<file path="config.mk">
export PLATFORM = sky130hd
export DESIGN_NAME = vga_sync_rx
export DESIGN_NICKNAME = d
export VERILOG_FILES = /design/src/rtl/vga_sync_rx.sv
export SDC_FILE = /design/constraint.sdc
export NUM_CORES = 1
export LEC_CHECK = 0
export CORE_ASPECT_RATIO = 1.5
export CORE_MARGIN = 1
export CORE_UTILIZATION = 54
export DETAILED_ROUTE_END_ITERATION = 7
export GPL_TIMING_DRIVEN = 0
export PLACE_DENSITY_LB_ADDON = 0.1
export SKIP_CTS_REPAIR_TIMING = 1
export SLEW_MARGIN = 0
export SYNTH_ARGS = -nofsm -noshare
export SYNTH_HDL_FRONTEND = slang
export SYNTH_SLANG_ARGS = --single-unit
</file>
<file path="constraint.sdc">
create_clock -name i_clk -period 4.2 [get_ports i_clk]
set_input_delay 1.05 -clock i_clk [delete_from_list [all_inputs] [get_ports i_clk]]
set_output_delay 1.05 -clock i_clk [all_outputs]
set_load 0.05 [all_outputs]
</file>
<file path="src/rtl/vga_sync_rx.sv">
// VGA receive front end: measures incoming sync timing, locks against the expected
// raster, then recovers active-area pixel coordinates and gated video.
module vga_sync_rx #(
  parameter int VIDEO_WIDTH = 3,
  parameter int TOTAL_COLS  = 800,
  parameter int TOTAL_ROWS  = 525,
  parameter int ACTIVE_COLS = 640,
  parameter int ACTIVE_ROWS = 480,
  parameter int H_ACT_START = 144,
  parameter int V_ACT_START = 35,
  parameter int SYNC_POL    = 0,
  parameter int LOCK_FRAMES = 2
) (
  input  logic                   i_clk,
  input  logic                   i_rst_n,
  input  logic                   i_hsync,
  input  logic                   i_vsync,
  input  logic [VIDEO_WIDTH-1:0] i_red_video,
  input  logic [VIDEO_WIDTH-1:0] i_green_video,
  input  logic [VIDEO_WIDTH-1:0] i_blue_video,
  output logic [10:0]            o_h_total,
  output logic [10:0]            o_h_sync_width,
  output logic [10:0]            o_v_total,
  output logic                   o_locked,
  output logic                   o_active,
  output logic [9:0]             o_x,
  output logic [9:0]             o_y,
  output logic                   o_frame_start,
  output logic [VIDEO_WIDTH-1:0] o_red_video,
  output logic [VIDEO_WIDTH-1:0] o_green_video,
  output logic [VIDEO_WIDTH-1:0] o_blue_video
);
  typedef enum logic [1:0] {SEARCH, VERIFY, LOCKED} state_t;

  localparam int          MW      = $clog2(LOCK_FRAMES + 1);
  localparam logic        SP      = (SYNC_POL != 0);
  localparam logic [10:0] CNT_MAX = 11'h7ff;
  localparam logic [10:0] H_TOT   = 11'(TOTAL_COLS);
  localparam logic [10:0] V_TOT   = 11'(TOTAL_ROWS);
  localparam logic [10:0] H_BEG   = 11'(H_ACT_START);
  localparam logic [10:0] H_END   = 11'(H_ACT_START + ACTIVE_COLS);
  localparam logic [10:0] V_BEG   = 11'(V_ACT_START);
  localparam logic [10:0] V_END   = 11'(V_ACT_START + ACTIVE_ROWS);
  localparam logic [MW-1:0] MATCH_LOCK = MW'(LOCK_FRAMES);

  logic                   hs_r, hs_d, vs_r, vs_d;
  logic [VIDEO_WIDTH-1:0] red_r, green_r, blue_r;
  logic                   hs_lead, hs_trail, vs_lead;
  logic [10:0]            h_cnt, h_inc, h_cnt_nx, h_total_nx;
  logic [10:0]            v_cnt, v_inc, v_cnt_nx;
  logic [10:0]            hx, vy;
  logic                   ovf, ovf_nx, ovf_seen, frame_good, act_nx;
  state_t                 state, state_nx;
  logic [MW-1:0]          match_cnt, match_nx, match_inc;

  assign hs_lead  = (hs_r == SP) && (hs_d != SP);
  assign hs_trail = (hs_r != SP) && (hs_d == SP);
  assign vs_lead  = (vs_r == SP) && (vs_d != SP);

  // Counter next-state. v_inc already includes this cycle's hsync edge, so a
  // vsync edge counts the same number of lines whether or not it lands on an
  // hsync edge (the coincident reset then discards that increment).
  always_comb begin
    h_inc      = (h_cnt == CNT_MAX) ? CNT_MAX : h_cnt + 11'd1;
    h_cnt_nx   = hs_lead ? 11'd0 : h_inc;
    ovf_nx     = !hs_lead && (ovf || (h_inc == CNT_MAX));
    h_total_nx = hs_lead ? h_cnt + 11'd1 : o_h_total;
    v_inc      = (hs_lead && (v_cnt != CNT_MAX)) ? v_cnt + 11'd1 : v_cnt;
    v_cnt_nx   = vs_lead ? 11'd0 : v_inc;
    frame_good = (h_total_nx == H_TOT) && (v_inc == V_TOT) && !ovf_seen && !ovf_nx;
  end

  always_ff @(posedge i_clk) begin
    if (!i_rst_n) begin
      state     <= SEARCH;
      match_cnt <= '0;
    end else begin
      state     <= state_nx;
      match_cnt <= match_nx;
    end
  end

  always_comb begin
    state_nx  = state;
    match_nx  = match_cnt;
    match_inc = match_cnt + MW'(1);
    case (state)
      SEARCH: if (vs_lead) begin
        state_nx = VERIFY;
        match_nx = '0;
      end
      VERIFY: if (vs_lead) begin
        if (!frame_good)                   match_nx = '0;
        else if (match_inc == MATCH_LOCK) begin
          state_nx = LOCKED;
          match_nx = '0;
        end else                           match_nx = match_inc;
      end
      LOCKED: if (vs_lead && !frame_good) begin
        state_nx = VERIFY;
        match_nx = '0;
      end
      default: begin
        state_nx = SEARCH;
        match_nx = '0;
      end
    endcase
    if (ovf_nx) begin
      state_nx = SEARCH;
      match_nx = '0;
    end
  end

  // Pixel stage works on the counter values being loaded this cycle, so the
  // outputs line up with the h_cnt/v_cnt registers they update alongside.
  always_comb begin
    hx     = h_cnt_nx - H_BEG;
    vy     = v_cnt_nx - V_BEG;
    act_nx = (state_nx == LOCKED) &&
             (h_cnt_nx >= H_BEG) && (h_cnt_nx < H_END) &&
             (v_cnt_nx >= V_BEG) && (v_cnt_nx < V_END);
  end

  always_ff @(posedge i_clk) begin
    if (!i_rst_n) begin
      hs_r <= ~SP; hs_d <= ~SP; vs_r <= ~SP; vs_d <= ~SP;
      red_r <= '0; green_r <= '0; blue_r <= '0;
      h_cnt <= '0; v_cnt <= '0; ovf <= 1'b0; ovf_seen <= 1'b0;
      o_h_total <= '0; o_h_sync_width <= '0; o_v_total <= '0;
      o_locked <= 1'b0; o_active <= 1'b0; o_x <= '0; o_y <= '0;
      o_frame_start <= 1'b0;
      o_red_video <= '0; o_green_video <= '0; o_blue_video <= '0;
    end else begin
      hs_r    <= i_hsync;  hs_d <= hs_r;
      vs_r    <= i_vsync;  vs_d <= vs_r;
      red_r   <= i_red_video;
      green_r <= i_green_video;
      blue_r  <= i_blue_video;

      h_cnt     <= h_cnt_nx;
      v_cnt     <= v_cnt_nx;
      ovf       <= ovf_nx;
      ovf_seen  <= vs_lead ? 1'b0 : (ovf_seen | ovf_nx);
      o_h_total <= h_total_nx;
      if (hs_trail) o_h_sync_width <= h_cnt + 11'd1;
      if (vs_lead)  o_v_total      <= v_inc;

      o_locked      <= (state_nx == LOCKED);
      o_active      <= act_nx;
      o_x           <= act_nx ? hx[9:0] : 10'd0;
      o_y           <= act_nx ? vy[9:0] : 10'd0;
      o_frame_start <= act_nx && (hx == 11'd0) && (vy == 11'd0);
      o_red_video   <= act_nx ? red_r   : '0;
      o_green_video <= act_nx ? green_r : '0;
      o_blue_video  <= act_nx ? blue_r  : '0;
    end
  end
endmodule
</file>
After elaboration in Yosys (flattened, before gate mapping)
Cells that the tools add are included.
Word-level totals
  flip-flop bits (word level): 106
  bits of input ports: 13
  output and inout port bits: 65
  logic and storage cells: 95
Operators by class
  $add $sub $neg: 5
  $lt $le $gt $ge: 4
  equality and inequality tests: 12
  mux-type cells: 18
  bitwise logic cells: 5
  reduce and logical (&&, ||, !) cells: 27
Operators with widths (count)
  two-way mux 11 bit: 5
  adder 11 x 1 -> 11 bit (second input constant): 2
  == test 11 x 10 -> 1 bit (second input constant): 2
  == test 11 bit (second input constant): 2
  zero test 11 bit: 2
  less-than comparator 11 x 10 -> 1 bit (second input constant): 2
  two-way mux 2 bit: 11
  logical AND 1 bit: 15
  one-hot mux 2 bit (3 select lines): 2
  greater-or-equal comparator 11 x 6 -> 1 bit (second input constant): 1
  greater-or-equal comparator 11 x 8 -> 1 bit (second input constant): 1
  != test 11 bit (second input constant): 1
  subtractor 11 x 6 -> 11 bit (second input constant): 1
  subtractor 11 x 8 -> 11 bit (second input constant): 1
  == test 2 bit (second input constant): 3
  != test 2 bit (second input constant): 3
  zero test 1 bit: 4
  NOT 1 bit: 4
  OR reduction 2 bit: 2
  AND reduction 3 bit: 1
  adder 2 x 1 -> 2 bit (second input constant): 1
  == test 2 x 1 -> 1 bit (second input constant): 1
  zero test 2 bit: 1
  AND reduction 2 bit: 1
  2 further kinds: 2

Longest topological paths before layout
Gate-level depths: netlist of the first run.
  depth in word-level cells: 20
  gate-level depth with buffers: 14
  gate-level depth less buffers: 13

Worst setup path after synthesis of the first run
OpenSTA, ideal clock, no wires.
  path kind: reg-to-reg
  from: reg v_cnt[1]
  to: reg o_x[4]
  library setup time: 133 ps
  data arrival time: 2838 ps
  data required time: 4067 ps
  setup slack: 1230 ps
  stages on the path, launching flop included: 14
  period minus slack after synthesis: 2970 ps
  cells stage by stage: dfxtp_1 -> ha_1 -> nand4_1 -> o31ai_4 -> xnor2_1 -> nor2_1 -> ha_1 -> inv_1 -> o21bai_1 -> o31ai_1 -> a311oi_1 -> o21ai_1 -> clkbuf_1 -> nor3_1
On the way
  elaborated cells between the ends (all ways): 24
  classes of those cells: add/sub (1); order compare (2); eq/ne (3); mux (7); reduce/logical (11)
RTL lines
  from (decl): line 50  | logic [10:0] v_cnt, v_inc, v_cnt_nx;
  from (signal assigned): line 141  | v_cnt <= v_cnt_nx;
  != test 11 bit *: line 68  | v_inc = (hs_lead && (v_cnt != CNT_MAX)) ? v_cnt + 11'd1 : v_cnt;
  logical AND 1 bit *: line 68
  two-way mux 11 bit *: line 68
  two-way mux 11 bit *: line 69  | v_cnt_nx = vs_lead ? 11'd0 : v_inc;
  net v_cnt_nx[0]: line 50
  greater-or-equal comparator 11 x 6 -> 1 bit: line 121  | (v_cnt_nx >= V_BEG) && (v_cnt_nx < V_END);
  logical AND 1 bit: line 120  | (h_cnt_nx >= H_BEG) && (h_cnt_nx < H_END) &&
  logical AND 1 bit *: line 121
  AND reduction 2 bit (no source line) *
  to (signal assigned): line 150  | o_x <= act_nx ? hx[9:0] : 10'd0;
  to (decl): line 26  | output logic [9:0] o_x,
Mark *: on every way through the listed nets, which the timed path passes. The rest lies on a longest branch.
A chain may end at the register's enable or synchronous reset.

Worst setup path after layout of the first run
  from: reg v_cnt[1]
  to: reg o_green_video[2]
On the way
  elaborated cells between the ends (all ways): 24
  classes of those cells: add/sub (1); order compare (2); eq/ne (3); mux (7); reduce/logical (11)
RTL lines
  != test 11 bit *: line 68
  logical AND 1 bit *: line 68
  two-way mux 11 bit *: line 68
  two-way mux 11 bit *: line 69
  net v_cnt_nx[0]: line 50
  greater-or-equal comparator 11 x 6 -> 1 bit: line 121
  logical AND 1 bit: line 120
  logical AND 1 bit *: line 121
  AND reduction 2 bit (no source line) *
  to (signal assigned): line 154  | o_green_video <= act_nx ? green_r : '0;
  to (decl): line 30  | output logic [VIDEO_WIDTH-1:0] o_green_video,
Marked as above.

==> metrics.md, run 1 <==
| Metric | Value |
|---|---|
| Setup TNS | `0 ns` |
| Crit path cell chain | `ha_1, nand4_1, o31ai_4, xnor2_1, nor2_1, ha_1, inv_1, o21bai_1, o31ai_1, a311oi_1, o21ai_1, clkbuf_1, nor3_1` |
| CP Max Fanout | `10` |
| Tot GR Track Use | `0.307` |
| Rel. slew slack | `0.465` |
| Top cells by area, synth | `dfxtp_1 (43%), nor2_1 (5.1%), a211oi_1 (3.8%), nor3_1 (3.5%), xnor2_1 (3.4%)` |
| DR vias/cell | `5.96` |
| Critical Path Stages | `13` |
| Area leader, netlist | `dfxtp_1` |
| Worst Hold Class | `flip-flop to flip-flop` |
| Port Buffer Count | `77` |
| Pwr dens | `346 nW/um2` |
| CTS tree | `done` |
| Final worst-path cycle share | `0.945` |
| Row cnt | `42` |
| Status | `complete, no violations` |
| Final min period | `3.97 ns` |
| Max VDD drop | `0.000272 V` |
| Clock slew at reported path FFs | `0.08 ns` |
| Yosys warns | `0` |
| Worst r2r src | `v_cnt[1]` |
| H-tree Lvls | `3` |
| Avg WL per Cell | `18.1 um` |
| Initial DRC count | `265` |
| Die Height | `119 um` |
| Post-Synth Simple-Gate Area | `0.263` |
| Antenna Nets Post-Route | `0` |
| Diode count | `0` |
| Synth Area in Compound Gates | `0.181` |
| Adder-cell share of the synthesized area | `0.0179` |
| Die Footprint | `9450 um2` |
| Max frequency | `252 MHz` |
| Total gr overflow | `0` |
| Clock skew | `0.00584 ns` |
| Endpoints failing setup | `0` |
| CTS root buffer | `clkbuf_16` |
| Unrepaired setup endpoints after global routing | `no` |
| Post-synthesis net count | `586` |
| FFs w/ async S/R, synth | `0` |
| Synth Flop Type | `dfxtp_1` |
| Router iterations before antenna repair | `5` |
| Post-synth top area share | `0.434` |
| R2R Setup Slk | `0.23 ns` |
| Residual DRC count | `0` |
| Area grow syn2layout | `25.0%` |
| Layout cells sized above 1 | `0.0789` |
| WHS Endpoint | `o_red_video[1]` |
| Post-detail-place hpwl | `10.4 mm` |
| Largest net degree at the start of global routing | `20` |
| Type of the worst setup path | `flip-flop to flip-flop` |
| Longest Clk Path Bufs | `2` |
| Initial antenna violation count | `0` |
| Leak Pwr | `2.16 nW` |
| Die width | `79.7 um` |
| Hold Crit Start | `red_r[1]` |
| Worst reg2reg path depth | `13` |
| Post-synth top cells | `dfxtp_1 (106), nor2_1 (67), nand2_1 (38), nor3_1 (34), a211oi_1 (25)` |
| Clk_lat worst skew | `0.35 ns` |
| Crit path max-delay family | `compound AO/OA/AOI/OAI gates` |
| Hold path cells | `2` |
| Syn Inst Count | `566` |
| Routability cong. | `0.926` |
| Setup crit start | `v_cnt[1]` |
| Number of synthesized flops with an enable pin | `0` |
| Layout Utilization | `0.693` |
| #FFs+latches synth | `106` |
| Dominant cell by count in the synthesized netlist | `dfxtp_1` |
| Main combinational cell family by area after synthesis | `simple AND/OR/NAND/NOR gates` |
| Worst path slowest cell | `o31ai_4` |
| Top-Level Pins | `78` |
| TritonCTS buffer count | `9` |
| Register area | `2120 um2` |
| Multi-input gate area | `2510 um2` |
| Max-cap violations | `0` |
| Wirelength, routed | `13.9 mm` |
| Mapped cell area | `4890 um2` |
| Final slew viol count | `0` |
| Buf/Inv on CP | `2` |
| CP arrival | `4.19 ns` |
| Startpoint types | `flip-flop` |
| First-pass GRT wire length | `22.1 mm` |
| R2R Path End | `o_green_video[2]` |
| Actual slew at the worst max-slew pin | `0.801 ns` |
| Critical Path RT | `4.42 ns` |
| DR vias | `4582` |
| Fill cells | `717` |
| Clk sinks | `106` |
| Vias in the first global route | `4438` |
| Worst setup EP type | `flip-flop` |
| Synth cell types | `69` |
| Xor/xnor share of the synthesized area | `0.0394` |
| Sequential area share after synthesis | `0.434` |
| CORE AREA | `8830 um2` |
| Mapped Avg Cell Area | `8.64 um2` |
| Slowest stage delay, CP | `0.46 ns` |
| Post-synthesis mux area share | `0.0123` |
| Most frequent CP cell | `ha_1` |
| Initial Util | `0.554` |
| Nets@finish | `674` |
| Fin. Hold Viols | `0` |
-- cell families after synthesis --
kind of cell | Yosys count
AOI/OAI and AO/OA | 122
and+or+nand+nor | 242
buffers and inverters | 61
muxes | 6
adders and majority gates | 7
DFF | 106
xor gates and xnor gates | 22
-- cells in the final DEF (no fill, tap or decap), types with 3 or more instances in the layout --
cell | netlist | routed
dfxtp_1 | 106 | 106
clkdlybuf4s50_1 | 0 | 77
nor2_1 | 67 | 67
nand2_1 | 38 | 38
nor3_1 | 34 | 34
a211oi_1 | 25 | 25
clkbuf_1 | 23 | 24
inv_1 | 22 | 22
a21oi_1 | 21 | 21
xnor2_1 | 19 | 19
o21ai_0 | 18 | 18
nand3_1 | 13 | 13
and2_1 | 13 | 13
buf_2 | 12 | 12
nand4_1 | 12 | 12
nand2b_1 | 9 | 9
clkbuf_16 | 0 | 9
and3_1 | 8 | 8
nor4_1 | 7 | 7
or3_1 | 7 | 7
ha_1 | 7 | 7
a31oi_1 | 6 | 6
mux2i_1 | 6 | 6
nor3_2 | 6 | 6
nor2b_1 | 5 | 5
o21a_1 | 4 | 4
and4b_1 | 4 | 4
o31ai_1 | 4 | 4
a211oi_2 | 4 | 4
xor2_1 | 3 | 3
a21o_1 | 3 | 3
and4_1 | 3 | 3
a31o_2 | 3 | 3
a311oi_1 | 3 | 3
-- worst max-delay path by stage --
| stage | endpoint | slack [ns] |
|---|---|---|
| 3_3_place_gp | o_x[5] | 0.44 |
| 3_5_place_dp | o_green_video[2] | 0.38 |
| 2_1_floorplan | o_x[4] | 1.23 |
| 5_1_grt | o_red_video[2] | 0.009 |
| 4_1_cts | o_green_video[2] | 0.35 |
| 6_report | o_green_video[2] | 0.23 |
-- layer usage --
layer | global-route usage | vias to the layer above | share of wire
met1 | 0.335 | 2191 | 0.38
met3 | 0.0517 | 55 | 0.041
met4 | 0.172 | 0 | 0.047
met2 | 0.543 | 140 | 0.54
met5 | 0 | - | 0
li1 | - | 2196 | -
-- state kept, by name, indices dropped and copies added, names as in the netlist, 3 cells and up --
name            count
o_h_total          11
o_h_sync_width     11
red_r               3
o_red_video         3
o_v_total          11
o_blue_video        3
o_x                10
o_green_video       3
h_cnt              11
blue_r              3
green_r             3
v_cnt              11
o_y                10
-- through the flow --
stage	setup WS [ns]	power [mW]	cell area (um2)	hold slack (ns)	cells
2_1_floorplan	1.23	1.18	4890	0.401	566
3_3_place_gp	0.436	1.24	5800	0.404	753
3_5_place_dp	0.384	1.25	5800	0.417	753
4_1_cts	0.348	2.12	6110	0.427	769
5_1_grt	0.00883	2.18	6110	0.434	769
6_report	0.233	2.12	6110	0.424	769
-- final cells by class --
| cell class | count | area share |
|---|---|---|
| flip-flops and latches | 106 | 0.347 |
| multi-input cells | 399 | 0.411 |
| repair buffers | 77 | 0.126 |
| plain buffers | 38 | 0.0276 |
| clock buffers | 10 | 0.0374 |
| well taps | 110 | 0.0225 |
| clock inverters | 6 | 0.0141 |
| inverters | 23 | 0.0141 |
-- where the power goes --
group	total [mW]	internal [mW]	switching (mW)
Clock	0.890	0.479	0.412
Combinational	0.187	0.0640	0.123
Sequential	1.04	1.02	0.0142
-- worst register-to-register path, delay by kind of cell (launching register included) --
kind,cells,cell delay (ns)
xor+xnor,1,0.35
simple gates,3,0.54
flops,1,0.45
buf+inv,2,0.56
compound gates,5,1.30
fa+ha+maj,2,0.64
No activity file was read; power rests on OpenSTA's default activity.
==> inputs of run 2 (changes only) <==
--- a/config.mk
+++ b/config.mk
@@ -8,11 +8,12 @@
 export CORE_ASPECT_RATIO = 1.5
 export CORE_MARGIN = 1
 export CORE_UTILIZATION = 54
+export CTS_CLUSTER_DIAMETER = 80
 export DETAILED_ROUTE_END_ITERATION = 7
 export GPL_TIMING_DRIVEN = 0
 export PLACE_DENSITY_LB_ADDON = 0.1
 export SKIP_CTS_REPAIR_TIMING = 1
-export SLEW_MARGIN = 0
+export SLEW_MARGIN = 5
 export SYNTH_ARGS = -nofsm -noshare
 export SYNTH_HDL_FRONTEND = slang
 export SYNTH_SLANG_ARGS = --single-unit
==> results of run 2 <==
The final DEF is identical to that of run 1; final timing and power are the same.
